**src/rtl/accumulator_control_sequencer.sv**
```systemverilog
// Fetch-decode-execute controller for the 16-bit accumulator machine.
// Owns PC, IR, MAR, MBR and AC and drives a single-port memory with a
// synchronous write and a registered, one-cycle-latency read.
module accumulator_control_sequencer #(
   parameter int unsigned        ADDR_W   = 12,
   parameter logic [ADDR_W-1:0]  RESET_PC = '0
) (
   input  logic              clock,
   input  logic              reset,
   output logic [ADDR_W-1:0] mem_addr,
   output logic [15:0]       mem_wdata,
   output logic              mem_we,
   input  logic [15:0]       mem_rdata,
   output logic [ADDR_W-1:0] pc,
   output logic [15:0]       ir,
   output logic [15:0]       ac,
   output logic [15:0]       mbr,
   output logic [3:0]        state,
   output logic              halted
);

   localparam int unsigned DATA_W  = 16;
   localparam int unsigned OP_W    = 4;
   localparam int unsigned STATE_W = 4;

   localparam logic [OP_W-1:0] OP_LOAD  = 4'h1;
   localparam logic [OP_W-1:0] OP_STORE = 4'h2;
   localparam logic [OP_W-1:0] OP_ADD   = 4'h3;
   localparam logic [OP_W-1:0] OP_SUB   = 4'h4;
   localparam logic [OP_W-1:0] OP_HALT  = 4'h7;
   localparam logic [OP_W-1:0] OP_SKIP  = 4'h8;
   localparam logic [OP_W-1:0] OP_JUMP  = 4'h9;

   typedef enum logic [STATE_W-1:0] {
      S_FETCH0 = 4'd0,
      S_FETCH1 = 4'd1,
      S_FETCH2 = 4'd2,
      S_DECODE = 4'd3,
      S_RD0    = 4'd4,
      S_RD1    = 4'd5,
      S_EXEC   = 4'd6,
      S_WR     = 4'd7,
      S_HALT   = 4'd8
   } state_t;

   state_t              state_q;
   state_t              state_next;
   logic [ADDR_W-1:0]   pc_q;
   logic [ADDR_W-1:0]   mar_q;
   logic [DATA_W-1:0]   ir_q;
   logic [DATA_W-1:0]   mbr_q;
   logic [DATA_W-1:0]   ac_q;

   logic [OP_W-1:0]     opcode;
   logic [ADDR_W-1:0]   operand;
   logic [ADDR_W-1:0]   pc_inc;
   logic                is_load;
   logic                is_store;
   logic                is_add;
   logic                is_sub;
   logic                is_halt;
   logic                is_skip;
   logic                is_jump;
   logic                is_read;
   logic                skip_taken;

   // Instruction field split and opcode decode from the held IR
   always_comb begin
      opcode   = ir_q[DATA_W-1 -: OP_W];
      operand  = ir_q[ADDR_W-1:0];
      pc_inc   = pc_q + ADDR_W'(1);
      is_load  = (opcode == OP_LOAD);
      is_store = (opcode == OP_STORE);
      is_add   = (opcode == OP_ADD);
      is_sub   = (opcode == OP_SUB);
      is_halt  = (opcode == OP_HALT);
      is_skip  = (opcode == OP_SKIP);
      is_jump  = (opcode == OP_JUMP);
      is_read  = is_load | is_add | is_sub;
   end

   // SKIPCOND condition: IR[11:10] selects the test on signed AC
   always_comb begin
      skip_taken = 1'b0;
      case (ir_q[11:10])
         2'b00:   skip_taken = ac_q[DATA_W-1];
         2'b01:   skip_taken = (ac_q == '0);
         2'b10:   skip_taken = !ac_q[DATA_W-1] && (ac_q != '0);
         default: skip_taken = 1'b0;
      endcase
   end

   // State register
   always_ff @(posedge clock or negedge reset) begin
      if (!reset) begin
         state_q <= S_FETCH0;
      end else begin
         state_q <= state_next;
      end
   end

   // Next-state logic
   always_comb begin
      state_next = state_q;
      case (state_q)
         S_FETCH0: state_next = S_FETCH1;
         S_FETCH1: state_next = S_FETCH2;
         S_FETCH2: state_next = S_DECODE;
         S_DECODE: begin
            if (is_halt) begin
               state_next = S_HALT;
            end else if (is_read) begin
               state_next = S_RD0;
            end else if (is_store) begin
               state_next = S_WR;
            end else begin
               state_next = S_FETCH0;
            end
         end
         S_RD0:    state_next = S_RD1;
         S_RD1:    state_next = S_EXEC;
         S_EXEC:   state_next = S_FETCH0;
         S_WR:     state_next = S_FETCH0;
         S_HALT:   state_next = S_HALT;
         default:  state_next = S_FETCH0;
      endcase
   end

   // State-decoded outputs; mem_we drops as soon as reset forces FETCH0
   always_comb begin
      mem_we = 1'b0;
      halted = 1'b0;
      case (state_q)
         S_WR:    mem_we = 1'b1;
         S_HALT:  halted = 1'b1;
         default: begin
            mem_we = 1'b0;
            halted = 1'b0;
         end
      endcase
   end

   // Datapath registers; each state updates only the registers it names
   always_ff @(posedge clock or negedge reset) begin
      if (!reset) begin
         pc_q  <= RESET_PC;
         mar_q <= '0;
         ir_q  <= '0;
         mbr_q <= '0;
         ac_q  <= '0;
      end else begin
         case (state_q)
            S_FETCH0: mar_q <= pc_q;
            S_FETCH2: begin
               ir_q <= mem_rdata;
               pc_q <= pc_inc;
            end
            S_DECODE: begin
               mar_q <= operand;
               if (is_jump) begin
                  pc_q <= operand;
               end else if (is_skip && skip_taken) begin
                  pc_q <= pc_inc;
               end
            end
            S_RD1:    mbr_q <= mem_rdata;
            S_EXEC: begin
               if (is_load) begin
                  ac_q <= mbr_q;
               end else if (is_add) begin
                  ac_q <= DATA_W'(ac_q + mbr_q);
               end else if (is_sub) begin
                  ac_q <= DATA_W'(ac_q - mbr_q);
               end
            end
            default: begin
            end
         endcase
      end
   end

   // Memory port and debug views of the internal registers
   assign mem_addr  = mar_q;
   assign mem_wdata = ac_q;
   assign pc        = pc_q;
   assign ir        = ir_q;
   assign ac        = ac_q;
   assign mbr       = mbr_q;
   assign state     = state_q;

endmodule

```
**config.mk**
```make
export PLATFORM = sky130hd
export DESIGN_NAME = accumulator_control_sequencer
export DESIGN_NICKNAME = d
export VERILOG_FILES = /design/src/rtl/accumulator_control_sequencer.sv
export SDC_FILE = /design/constraint.sdc
export NUM_CORES = 1
export LEC_CHECK = 0
export BUFFER_PORTS_ARGS = -buffer_cell sky130_fd_sc_hd__buf_2
export CORE_UTILIZATION = 54
export CTS_CLUSTER_DIAMETER = 50
export CTS_CLUSTER_SIZE = 30
export DETAILED_ROUTE_END_ITERATION = 7
export PLACE_DENSITY = 0.91
export SLEW_MARGIN = 20
export SYNTH_ARGS = -nofsm -noshare
export SYNTH_HDL_FRONTEND = slang
export SYNTH_SLANG_ARGS = --single-unit
```
**constraint.sdc**
```tcl
create_clock -name clock -period 4.25 [get_ports clock]
set_clock_uncertainty 0.05 [all_clocks]
set_input_delay 0.425 -clock clock [delete_from_list [all_inputs] [get_ports clock]]
set_output_delay 0.425 -clock clock [all_outputs]
set_load 0.01 [all_outputs]
```
# Word-level counts from Yosys, hierarchy flattened
# Cells that the tools add are included.
# totals
out_inout_bits	94
reg_bits	76
word_cells	55
# classes
bitwise_logic	2
muxes	14
n_reduce_logical	12
add_sub_neg	3
eq_ne	18
# op_table
cell	count
$mux W16	3
$pmux W12 S2	2
$pmux W4 S7	1
$eq A4 B3 Y1 const B	6
$mux W12	2
$add A16 B16 Y16	1
$eq A4 B2 Y1 const B	4
$logic_not A16 Y1	1
$reduce_bool A16 Y1	1
$sub A16 B16 Y16	1
$add A12 B1 Y12 const B	1
$eq A4 B4 Y1 const B	3
$eq A4 B1 Y1 const B	2
$mux W3	2
$logic_not A4 Y1	1
$mux W4	1
$reduce_and A2 Y1	2
$reduce_bool A2 Y1	2
$ne A3 B3 Y1 const B	1
$pmux W1 S3	1
$reduce_bool A3 Y1	1
$eq A2 B1 Y1 const B	1
$eq A2 B2 Y1 const B	1
$logic_and A1 B1 Y1	2
4 further kinds	6

# Longest topological paths before layout
# Gate-level depths: netlist of run 1.
# depth
depth_word	7
mapped_depth	15

# Worst setup path before layout of run 1
# OpenSTA, ideal clock, no wires.
# synth_timing
path_type	register to register
start	register mbr_q[5], in the netlist mbr[5]
end	register ac_q[15], in the netlist ac[15]
required_time_ps	4131
n_path_buf	1
path_stages_with_launch	16
setup_time_ps	69
path_slack_ps	496
t_arrival_ps	3635
cell_sequence	dfrtp_1 > or3_1 > or3_1 > or4_4 > o41ai_1 > xnor2_1 > ha_1 > clkbuf_1 > o21ai_0 > a21oi_1 > o21ai_0 > nand3_1 > a21oi_2 > xnor2_4 > mux2_1 > nand3_1
# synth_via
elab_chain_cells	4
elab_cells_between_ends	5
classes_between	add/sub (2); mux (3)
# synth_rtl
element	line	rtl
from (decl)	51	logic [DATA_W-1:0] mbr_q;
from (signal assigned)	166	S_RD1: mbr_q <= mem_rdata;
$sub A16 B16 Y16	173	ac_q <= DATA_W'(ac_q - mbr_q);
$mux W16	172	end else if (is_sub) begin
$mux W16 *	170	end else if (is_add) begin
$mux W16 *	168	if (is_load) begin
to (signal assigned)	169	ac_q <= mbr_q;
to (signal assigned)	171	ac_q <= DATA_W'(ac_q + mbr_q);
to (signal assigned)	173	
to (decl)	52	logic [DATA_W-1:0] ac_q;
# Mark *: on every way between the ends. The rest lies on a longest branch, timed or not. The select of a mux whose other input is x is not followed.
# A chain may end at the register's enable or synchronous reset.

# Worst setup path after layout of run 1
# Same ends and word-level chain as after synthesis.

==> results of run 1 <==
[routing by layer]
layer	vias up	GRT usage	wire [um]
met1	2037	0.3847	5445
met4	0	0.1073	234
met3	20	0.04705	736
met2	163	0.4625	5862
met5	-	0	0
li1	1929	-	-
[synth_stat cells (all sizes together) (3+ instances only)]
| master | number | area (um^2) |
|---|---|---|
| a21o | 5 | 37.54 |
| nor2 | 47 | 183.9 |
| clkbuf | 18 | 67.56 |
| nand2 | 52 | 195.2 |
| nand4 | 4 | 25.02 |
| nand2b | 6 | 37.54 |
| a31oi | 7 | 43.79 |
| buf | 17 | 125.1 |
| o21ai | 44 | 220.2 |
| mux2i | 15 | 150.1 |
| nor4 | 9 | 62.56 |
| inv | 6 | 22.52 |
| o21bai | 3 | 22.52 |
| or4 | 3 | 26.27 |
| nor3 | 5 | 30.03 |
| and2 | 5 | 31.28 |
| dfrtp | 76 | 1902 |
| a211oi | 3 | 22.52 |
| ha | 21 | 262.8 |
| a21oi | 41 | 212.7 |
| xnor2 | 21 | 202.7 |
| mux2 | 31 | 349.1 |
| xor2 | 17 | 148.9 |
| nor2b | 5 | 31.28 |
| nand3 | 8 | 40.04 |
[logic make-up (layout without fill, tap and decap cells)]
logic type | count (synthesis) | in the layout | synth area share
DFF | 76 | 76 | 0.4049
muxes | 46 | 46 | 0.1063
xor gates and xnor gates | 38 | 38 | 0.07485
buffers and inverters | 41 | 139 | 0.04582
and+or+nand+nor | 157 | 157 | 0.1657
AOI/OAI and AO/OA | 116 | 116 | 0.1423
adders and majority gates | 22 | 22 | 0.06020
[power by group]
part | total (uW) | switching (uW) | internal, uW | leakage (uW)
Sequential | 1620 | 549 | 1080 | 0.000935
Combinational | 3430 | 1880 | 1560 | 0.00157
Clock | 638 | 289 | 349 | 0.000110
[area by class of cell]
class / instances / area share
timing repair buffer: 117 / 0.1102
clock inverter: 5 / 0.01555
multi-input combinational: 379 / 0.4726
inverter: 6 / 0.004117
tap: 105 / 0.02402
clock buffer: 11 / 0.02585
sequential: 76 / 0.3477
[stage by stage]
step | instances | util | setup WS, ns | hold WS, ns
3_5_place_dp | 683 | 0.6318 | 0.2917 | 0.4153
2_1_floorplan | 496 | - | 0.4962 | 0.07941
6_report | 699 | 0.6591 | 0.2153 | 0.1626
5_1_grt | 699 | 0.6591 | 0.05235 | 0.2423
3_3_place_gp | 683 | 0.6318 | 0.4158 | 0.4070
4_1_cts | 699 | 0.6591 | 0.2410 | 0.1991
[sequential cells by signal (all words and copies together) (netlist names)]
name / count
state: 4
mem_addr: 12
pc: 12
ir: 16
mbr: 16
ac: 16
[worst paths after layout]
kind	startpoint	cells past startpoint	end
worst min-delay path	reset	1	ir[11]
worst max-delay path	mbr[5]	14	ac[15]
min in group clock	mem_rdata[7]	2	ir[7]
worst max register to register	mbr[5]	14	ac[15]
max in group asynchronous	reset	1	ac[0]
worst min register to register	mem_addr[4]	2	mem_addr[4]
==> flow_summary.rst, run 1 <==
.. list-table::
   :header-rows: 1

   * - Metric
     - Value
   * - Measured slew at the worst slew-check pin
     - 0.9699 ns
   * - Die span in x
     - 95.27 um
   * - Remaining design rule violation count
     - 0
   * - Die Y
     - 95.27 um
   * - Total power
     - 5698 uW
   * - Power density cells
     - 1042 nW/um^2
   * - Max_slew headroom
     - 0.3534
   * - Highest-count cells in the layout ignoring fill and taps
     - sky130_fd_sc_hd__buf_2, sky130_fd_sc_hd__dfrtp_1, sky130_fd_sc_hd__nand2_1, sky130_fd_sc_hd__nor2_1, sky130_fd_sc_hd__o21ai_0
   * - CP required
     - 4.50 ns
   * - Root buffer cell
     - sky130_fd_sc_hd__clkbuf_8
   * - Count of maximum capacitance violations
     - 0
   * - Clock latency on the worst-skew pair
     - 0.36 ns
   * - IR Drop Worst-Case VDD
     - 519.6 uV
   * - Post-synthesis average cell area
     - 9.470 um^2
   * - Leakage
     - 0.002616 uW
   * - Fraction of layout instances using a drive strength above 1
     - 0.2896
   * - Worst R2R Setup Slack
     - 0.22 ns
   * - Buf+Inv Stages, Crit Path
     - 0
   * - Overall via count from detail_route
     - 4149
   * - Kind of capture point of the worst setup path
     - flop
   * - Number of warnings reported in the yosys synthesis log
     - 0
   * - Family with the most delay on the worst path
     - simple AND/OR/NAND/NOR gates
   * - FF+latch count, synth
     - 76
   * - Number of clock buffers inserted by TritonCTS
     - 9
   * - Setup_tns
     - 0 ns
   * - Row Count
     - 33
   * - Number of port buffers
     - 111
   * - Multi-input logic area
     - 2585 um^2
   * - Peak per-stage delay on the critical path
     - 0.47 ns
   * - Sequential cell area
     - 1902 um^2
   * - Half-perimeter wire length after placement
     - 8824 um
   * - Starting utilization of the core area
     - 0.5660
   * - Number of fill cells in the layout
     - 684
   * - Buffers from clock root to sink, at most
     - 2
   * - Sinks on the clock net
     - 76
   * - Critical Path Start Type
     - flop
   * - Number of top-level design ports
     - 112
   * - Cell area after layout
     - 5470 um^2
   * - Core region area
     - 8299 um^2
   * - CTS tree
     - built
   * - Total iterations of the first detailed-routing run
     - 4
   * - Post-Syn Nets
     - 536
   * - Signal arrival time at the worst endpoint
     - 4.28 ns
   * - Final critical-path required period
     - 4.035 ns
   * - Final routed wire length divided by cell count
     - 17.57 um
   * - Vias in the first global route
     - 3823
   * - All-Layer GR Usage
     - 0.2860
   * - Final Max Tran Viols
     - 0
   * - Signed area change from the synthesized netlist to the final layout
     - 16.46%
   * - Die area
     - 9075 um^2
   * - Cell area after placement
     - 5244 um^2
   * - EDFF count, synth
     - 0
   * - Post-synthesis sequential area ratio
     - 0.4049
   * - Result of the run
     - finished clean
   * - Detailed router's first-iteration violation count
     - 271
   * - Total gr overflow
     - 0
   * - Via/cell ratio
     - 5.936
   * - Cell-by-cell trace of the critical path
     - or3_1 > or3_1 > or4_4 > o21ai_0 > xnor2_1 > ha_1 > and4_1 > and2_1 > o21ai_0 > nand3_1 > a21oi_2 > xnor2_4 > mux2_1 > nand3_1
   * - Postcts setup bufs
     - 0
   * - Most common cell after layout, fill and taps aside
     - sky130_fd_sc_hd__buf_2
   * - Critical-path maximum fanout
     - 6
   * - Crit path max-delay cell type
     - sky130_fd_sc_hd__or4_4
   * - Gp weighted congestion
     - 0.9282
   * - Largest net degree at the start of global routing
     - 77
   * - Total wirelength of the detailed-routed design
     - 12280 um
   * - Number of levels in the clock H-tree
     - 3
   * - Count of nets left with antenna violations after detail routing
     - 0
   * - Number of antenna violations at the first check in global routing
     - 0
   * - Fraction of the cycle the final worst path needs
     - 0.9493
   * - Cell variety after synth
     - 53
   * - Number of instances in the synthesized netlist
     - 496
   * - Post-synth top flop
     - sky130_fd_sc_hd__dfrtp_1
   * - CP Class
     - reg -> reg
   * - RSZ-0062 raised after global routing
     - false
   * - Max Fclk
     - 247.9 MHz
   * - Netlist area before placement
     - 4697 um^2
   * - Count of inserted antenna diode cells
     - 0
   * - Async set-reset flop share out of synthesis
     - 1.000
   * - Final Hold Vio Count
     - 0
   * - Clock-pin slew on the worst setup and hold paths
     - 0.08 ns
   * - Wire length of the first global-routing pass
     - 19530 um
   * - Final-report setup violation count
     - 0
   * - Number of buffers added to fix hold violations after cts
     - 0
   * - Cts repair resizes
     - 0
   * - Nets
     - 629
   * - Worst min-delay path category
     - in -> async
Power figures use the tool's default switching activity.
==> inputs of run 2 (changes only) <==
--- a/config.mk
+++ b/config.mk
@@ -5,11 +5,12 @@
 export SDC_FILE = /design/constraint.sdc
 export NUM_CORES = 1
 export LEC_CHECK = 0
-export BUFFER_PORTS_ARGS = -buffer_cell sky130_fd_sc_hd__buf_2
-export CORE_UTILIZATION = 54
+export CAP_MARGIN = 20
+export CORE_UTILIZATION = 64
 export CTS_CLUSTER_DIAMETER = 50
 export CTS_CLUSTER_SIZE = 30
 export DETAILED_ROUTE_END_ITERATION = 7
+export DONT_BUFFER_PORTS = 1
 export PLACE_DENSITY = 0.91
 export SLEW_MARGIN = 20
 export SYNTH_ARGS = -nofsm -noshare
==> flow_summary.rst, run 2 (synthesized netlist as in run 1, its figures left out) <==
.. list-table::
   :header-rows: 1

   * - Metric
     - Value
   * - Gp weighted congestion
     - 0.9144 (-1.5%)
   * - Final Max Tran Viols
     - 0 (unchanged)
   * - Result of the run
     - finished clean
   * - Wire length of the first global-routing pass
     - 19090 um (-2.3%)
   * - Highest-count cells in the layout ignoring fill and taps
     - sky130_fd_sc_hd__dfrtp_1, sky130_fd_sc_hd__nand2_1, sky130_fd_sc_hd__nor2_1, sky130_fd_sc_hd__o21ai_0, sky130_fd_sc_hd__a21oi_1
   * - Signal arrival time at the worst endpoint
     - 4.27 ns (about the same)
   * - Worst R2R Setup Slack
     - 0.22 ns (about the same)
   * - Number of cell instances on the worst register-to-register path
     - 14 (unchanged)
   * - Core region area
     - 6944 um^2 (-16%)
   * - Final Hold Vio Count
     - 0 (unchanged)
   * - Fraction of layout instances using a drive strength above 1
     - 0.1299 (-0.1597)
   * - Half-perimeter wire length after placement
     - 8557 um (-3.0%)
   * - Signed area change from the synthesized netlist to the final layout
     - 4.955%
   * - Critical-path maximum fanout
     - 7 (+1)
   * - Measured slew at the worst slew-check pin
     - 0.8167 ns (-0.1532 ns)
   * - Final design utilization
     - 0.7099 (+0.05078)
   * - Sequential cell area
     - 1902 um^2 (unchanged)
   * - Fraction of the cycle the final worst path needs
     - 0.9479 (-0.001439)
   * - Die area
     - 7686 um^2 (-15%)
   * - Multi-input logic area
     - 2592 um^2 (+0.29%)
   * - Buffers from clock root to sink, at most
     - 2 (unchanged)
   * - Remaining design rule violation count
     - 0 (unchanged)
   * - Count of maximum capacitance violations
     - 0 (unchanged)
   * - Largest net degree at the start of global routing
     - 77 (unchanged)
   * - Clock latency on the worst-skew pair
     - 0.36 ns (about the same)
   * - Detailed router's first-iteration violation count
     - 292 (+7.7%)
   * - Vias in the first global route
     - 3759 (-1.7%)
   * - Number of levels in the clock H-tree
     - 3 (unchanged)
   * - Sinks on the clock net
     - 76 (unchanged)
   * - Nets
     - 520 (-17%)
   * - Via/cell ratio
     - 6.478 (+9.1%)
   * - Cell area after layout
     - 4930 um^2 (-9.9%)
   * - Count of nets left with antenna violations after detail routing
     - 0 (unchanged)
   * - Worst min-delay path category
     - in -> reg
   * - Number of antenna violations at the first check in global routing
     - 1 (+1)
   * - Starting utilization of the core area
     - 0.6764 (+0.1104)
   * - Cell area after placement
     - 4674 um^2 (-11%)
   * - Number of fill cells in the layout
     - 510 (-25%)
   * - Number of clock buffers inserted by TritonCTS
     - 9 (unchanged)
   * - Final routed wire length divided by cell count
     - 20.60 um (+17%)
   * - Total iterations of the first detailed-routing run
     - 5 (+1)
   * - Startpoint of the most critical register-to-register path
     - mbr[5]
   * - Final critical-path required period
     - 4.029 ns (-0.006114 ns)
   * - All-Layer GR Usage
     - 0.3294 (+0.04335)
   * - RSZ-0062 raised after global routing
     - false
   * - Die Y
     - 87.67 um (-8.0%)
   * - Most common cell after layout, fill and taps aside
     - sky130_fd_sc_hd__dfrtp_1
   * - CP Class
     - reg -> reg
   * - CP required
     - 4.49 ns (about the same)
   * - Critical R2R Capture
     - ac[15]
   * - Critical Path Start Type
     - flop
   * - Number of top-level design ports
     - 112 (unchanged)
   * - Setup_tns
     - 0 ns (unchanged)
   * - Number of port buffers
     - 0 (-100%)
   * - CTS tree
     - built
   * - Origin of the worst setup path
     - mbr[5]
   * - Overall via count from detail_route
     - 3770 (-9.1%)
   * - Final-report setup violation count
     - 0 (unchanged)
   * - Clock-pin slew on the worst setup and hold paths
     - 0.08 ns (about the same)
   * - Total wirelength of the detailed-routed design
     - 11990 um (-2.3%)
   * - Row Count
     - 30 (-9.1%)
   * - Kind of capture point of the worst setup path
     - flop
   * - Total gr overflow
     - 0 (unchanged)
   * - Root buffer cell
     - sky130_fd_sc_hd__clkbuf_8
   * - Max Fclk
     - 248.2 MHz (+0.15%)
   * - Worst setup path end
     - ac[15]
   * - Max_slew headroom
     - 0.4555 (+0.1022)
   * - Die span in x
     - 87.67 um (-8.0%)
run 2: worst min-delay path by stage:
stage                             from     end  slack (ns)  cells past startpoint
after detailed placement         reset   ac[5]        0.08                      0
after floorplan                  reset   ac[0]        0.08                      0
after global placement           reset   ac[5]        0.08                      0
after global routing      mem_rdata[0]   ir[0]        0.14                      1
final                     mem_rdata[1]  mbr[1]        0.15                      2
after CTS                 mem_rdata[0]  mbr[0]        0.14                      2
run 2: per-layer routing:
| layer | vias to the layer above | GRT usage | part of all wire |
|---|---|---|---|
| met1 | 1855 | 0.4245 | 0.42 |
| li1 | 1710 | - | - |
| met4 | 0 | 0.1297 | 0.024 |
| met5 | - | 0 | 0 |
| met2 | 181 | 0.5220 | 0.48 |
| met3 | 24 | 0.09991 | 0.077 |
run 2: what timing repair did:
action / CTS / global route
resized for setup: 0 / 3
hold buffers: 2 / 0
endpoints found under the hold margin: 76 / 0
setup buffers: 0 / 0
setup endpoints to repair: 0 / 1
run 2: metrics by stage:
step | std cells | hold WS (ns) | setup WS [ns]
2_1_floorplan | 496 | 0.07941 | 0.4962
3_3_place_gp | 563 | 0.08066 | 0.2981
3_5_place_dp | 563 | 0.08075 | 0.2109
4_1_cts | 581 | 0.1447 | 0.1626
5_1_grt | 582 | 0.1376 | 0.03042
6_report | 582 | 0.1482 | 0.2214
run 2: worst max-delay path, stage by stage, from the launching register on:
cell and delay [ns]:
sky130_fd_sc_hd__dfrtp_1 0.48, sky130_fd_sc_hd__or3_1 0.45, sky130_fd_sc_hd__or3_1 0.35, sky130_fd_sc_hd__or4_4 0.48, sky130_fd_sc_hd__o41ai_1 0.33, sky130_fd_sc_hd__xnor2_1 0.17
sky130_fd_sc_hd__ha_1 0.32, sky130_fd_sc_hd__o21ai_0 0.18, sky130_fd_sc_hd__a21oi_1 0.12, sky130_fd_sc_hd__o21ai_0 0.09, sky130_fd_sc_hd__nand3_1 0.16, sky130_fd_sc_hd__a21oi_4 0.23
sky130_fd_sc_hd__xnor2_4 0.15, sky130_fd_sc_hd__mux2_1 0.33, sky130_fd_sc_hd__nand3_1 0.08
run 2: cell type report:
| type | instances | area share |
|---|---|---|
| Clock inverter | 6 | 0.01421 |
| Clock buffer | 10 | 0.02792 |
| Inverter | 6 | 0.004569 |
| Multi-Input combinational cell | 379 | 0.5259 |
| Antenna cell | 1 | 0.0005076 |
| Tap cell | 96 | 0.02437 |
| Timing Repair Buffer | 8 | 0.01675 |
| Sequential cell | 76 | 0.3858 |
Power of run 2 is left out: the tool's default activity adds up to more than one toggle a clock period on the data nets, which glitch-free logic cannot reach.
==> inputs of run 3 (changes only) <==
--- a/config.mk
+++ b/config.mk
@@ -11,6 +11,7 @@
 export CTS_CLUSTER_SIZE = 30
 export DETAILED_ROUTE_END_ITERATION = 7
 export DONT_BUFFER_PORTS = 1
+export GPL_TIMING_DRIVEN = 0
 export PLACE_DENSITY = 0.91
 export SLEW_MARGIN = 20
 export SYNTH_ARGS = -nofsm -noshare
==> flow_summary.rst, run 3 (synthesized netlist as in run 1, its figures left out) <==
.. list-table::
   :header-rows: 1

   * - Metric
     - Value
   * - Detailed router's first-iteration violation count
     - 276 (-5.5%)
   * - Non-filler cells in the finished layout
     - 609 (+4.6%)
   * - Kind of capture point of the worst setup path
     - flop
   * - Vias in the first global route
     - 3850 (+2.4%)
   * - Count of nets left with antenna violations after detail routing
     - 0 (unchanged)
   * - Count of maximum capacitance violations
     - 0 (unchanged)
   * - Largest net degree at the start of global routing
     - 77 (unchanged)
   * - Count of inserted antenna diode cells
     - 0 (-1)
   * - Postcts setup bufs
     - 0 (unchanged)
   * - Number of clock buffers inserted by TritonCTS
     - 9 (unchanged)
   * - Half-perimeter wire length after placement
     - 8827 um (+3.2%)
   * - Final-report setup violation count
     - 0 (unchanged)
   * - Placed cells
     - 592 (+5.2%)
   * - Die Y
     - 87.67 um (unchanged)
   * - RSZ-0062 raised after global routing
     - true
   * - Overall via count from detail_route
     - 3930 (+4.2%)
   * - Gp weighted congestion
     - 0.9194 (+0.55%)
   * - Number of levels in the clock H-tree
     - 3 (unchanged)
   * - Cell area after placement
     - 4817 um^2 (+3.1%)
   * - CTS tree
     - built
   * - Clock latency on the worst-skew pair
     - 0.36 ns (about the same)
   * - Wire length of the first global-routing pass
     - 19320 um (+1.2%)
   * - Root buffer cell
     - sky130_fd_sc_hd__clkbuf_8
   * - Highest-count cells in the layout ignoring fill and taps
     - sky130_fd_sc_hd__dfrtp_1, sky130_fd_sc_hd__nand2_1, sky130_fd_sc_hd__nor2_1, sky130_fd_sc_hd__o21ai_0, sky130_fd_sc_hd__a21oi_1
   * - Number of antenna violations at the first check in global routing
     - 0 (-1)
   * - Row Count
     - 30 (unchanged)
   * - Sinks on the clock net
     - 76 (unchanged)
   * - Final critical-path required period
     - 4.145 ns (+0.1160 ns)
   * - Total wirelength of the detailed-routed design
     - 12350 um (+3.0%)
   * - Max Fclk
     - 241.3 MHz (-2.8%)
   * - Core region area
     - 6944 um^2 (unchanged)
   * - Total gr overflow
     - 0 (unchanged)
   * - Remaining design rule violation count
     - 0 (unchanged)
   * - Signed area change from the synthesized netlist to the final layout
     - 9.137%
   * - Fraction of layout instances using a drive strength above 1
     - 0.1540 (+0.02410)
   * - Measured slew at the worst slew-check pin
     - 0.7565 ns (-0.06020 ns)
   * - Number of top-level design ports
     - 112 (unchanged)
   * - Worst min-delay path category
     - in -> reg
   * - Critical-path maximum fanout
     - 6 (-1)
   * - Via/cell ratio
     - 6.453 (-0.38%)
   * - Nets
     - 548 (+5.4%)
   * - Final Max Tran Viols
     - 0 (unchanged)
   * - Signal arrival time at the worst endpoint
     - 4.39 ns (+0.12 ns)
   * - Clock-pin slew on the worst setup and hold paths
     - 0.08 ns (about the same)
   * - Result of the run
     - finished clean
   * - Fraction of the cycle the final worst path needs
     - 0.9752 (+0.02729)
   * - CP required
     - 4.50 ns (about the same)
   * - All-Layer GR Usage
     - 0.3333 (+0.003911)
   * - Total iterations of the first detailed-routing run
     - 5 (unchanged)
   * - Starting utilization of the core area
     - 0.6764 (unchanged)
   * - Most common cell after layout, fill and taps aside
     - sky130_fd_sc_hd__dfrtp_1
   * - Number of port buffers
     - 0 (unchanged)
   * - Final Hold Vio Count
     - 0 (unchanged)
   * - Final routed wire length divided by cell count
     - 20.28 um (-1.6%)
   * - CP Class
     - reg -> reg
   * - Die span in x
     - 87.67 um (unchanged)
   * - Critical Path Start Type
     - flop
   * - Setup_tns
     - 0 ns (unchanged)
   * - Cell area after layout
     - 5126 um^2 (+4.0%)
   * - Max_slew headroom
     - 0.4957 (+0.04013)
   * - Die area
     - 7686 um^2 (unchanged)
   * - Buffers from clock root to sink, at most
     - 2 (unchanged)
## run 3: area by class of cell
cell class | count | area [um^2]
plain buffers | 34 | 188.9
clock buffers | 9 | 123.9
clock inverters | 7 | 122.6
fillers | 498 | 1818
inverters | 6 | 22.52
multi-input cells | 379 | 2606
flip-flops and latches | 76 | 1904
well taps | 96 | 120.1
repair buffers | 2 | 37.54
## run 3: final timing paths
path | from | end | slack [ns] | cells after the start
max | mbr[5] | ac[15] | 0.11 | 14
min | mem_rdata[0] | mbr[0] | 0.13 | 2
max reg2reg | mbr[5] | ac[15] | 0.11 | 14
min reg2reg | mem_addr[4] | mem_addr[4] | 0.50 | 2
max in group asynchronous | reset | ac[12] | 3.27 | 2
min in group asynchronous | reset | ac[3] | 0.58 | 2
## run 3: critical path: stages, from the launching register on
cell	delay [ns]
sky130_fd_sc_hd__dfrtp_2	0.48
sky130_fd_sc_hd__or3_1	0.40
sky130_fd_sc_hd__or3_1	0.37
sky130_fd_sc_hd__or4_4	0.49
sky130_fd_sc_hd__o21ai_1	0.22
sky130_fd_sc_hd__xnor2_1	0.12
sky130_fd_sc_hd__ha_1	0.39
sky130_fd_sc_hd__and4_1	0.24
sky130_fd_sc_hd__and2_1	0.16
sky130_fd_sc_hd__o21ai_1	0.18
sky130_fd_sc_hd__nand3_1	0.17
sky130_fd_sc_hd__a21oi_4	0.24
sky130_fd_sc_hd__xnor2_4	0.14
sky130_fd_sc_hd__mux2_1	0.33
sky130_fd_sc_hd__nand3_1	0.08
## run 3: through the flow
| step | worst slack, ns | util | hold WS (ns) |
|---|---|---|---|
| 5_1_grt | -0.06702 | 0.7382 | 0.1347 |
| 4_1_cts | 0.03803 | 0.7357 | 0.1324 |
| 6_report | 0.1054 | 0.7382 | 0.1330 |
| 2_1_floorplan | 0.4962 | - | 0.07941 |
| 3_3_place_gp | 0.02144 | 0.6937 | 0.08096 |
| 3_5_place_dp | -0.006985 | 0.6937 | 0.08081 |
## run 3: repair_timing
| action | 4_1_cts | 5_1_grt |
|---|---|---|
| endpoints found under the hold margin | 76 | 0 |
| endpoints found under the setup margin | 1 | 3 |
| pin swaps | 0 | 1 |
| hold buffers | 2 | 0 |
| resized for setup | 3 | 7 |
## run 3: routing by layer
layer  global-route usage  up-vias  part of all wire
met5                    0        -                 0
met4              0.09985        0             0.019
met3               0.1122       32             0.086
met2               0.5476      213              0.50
met1               0.4192     1917              0.40
li1                     -     1768                 -
Power of run 3 is left out for the same reason.
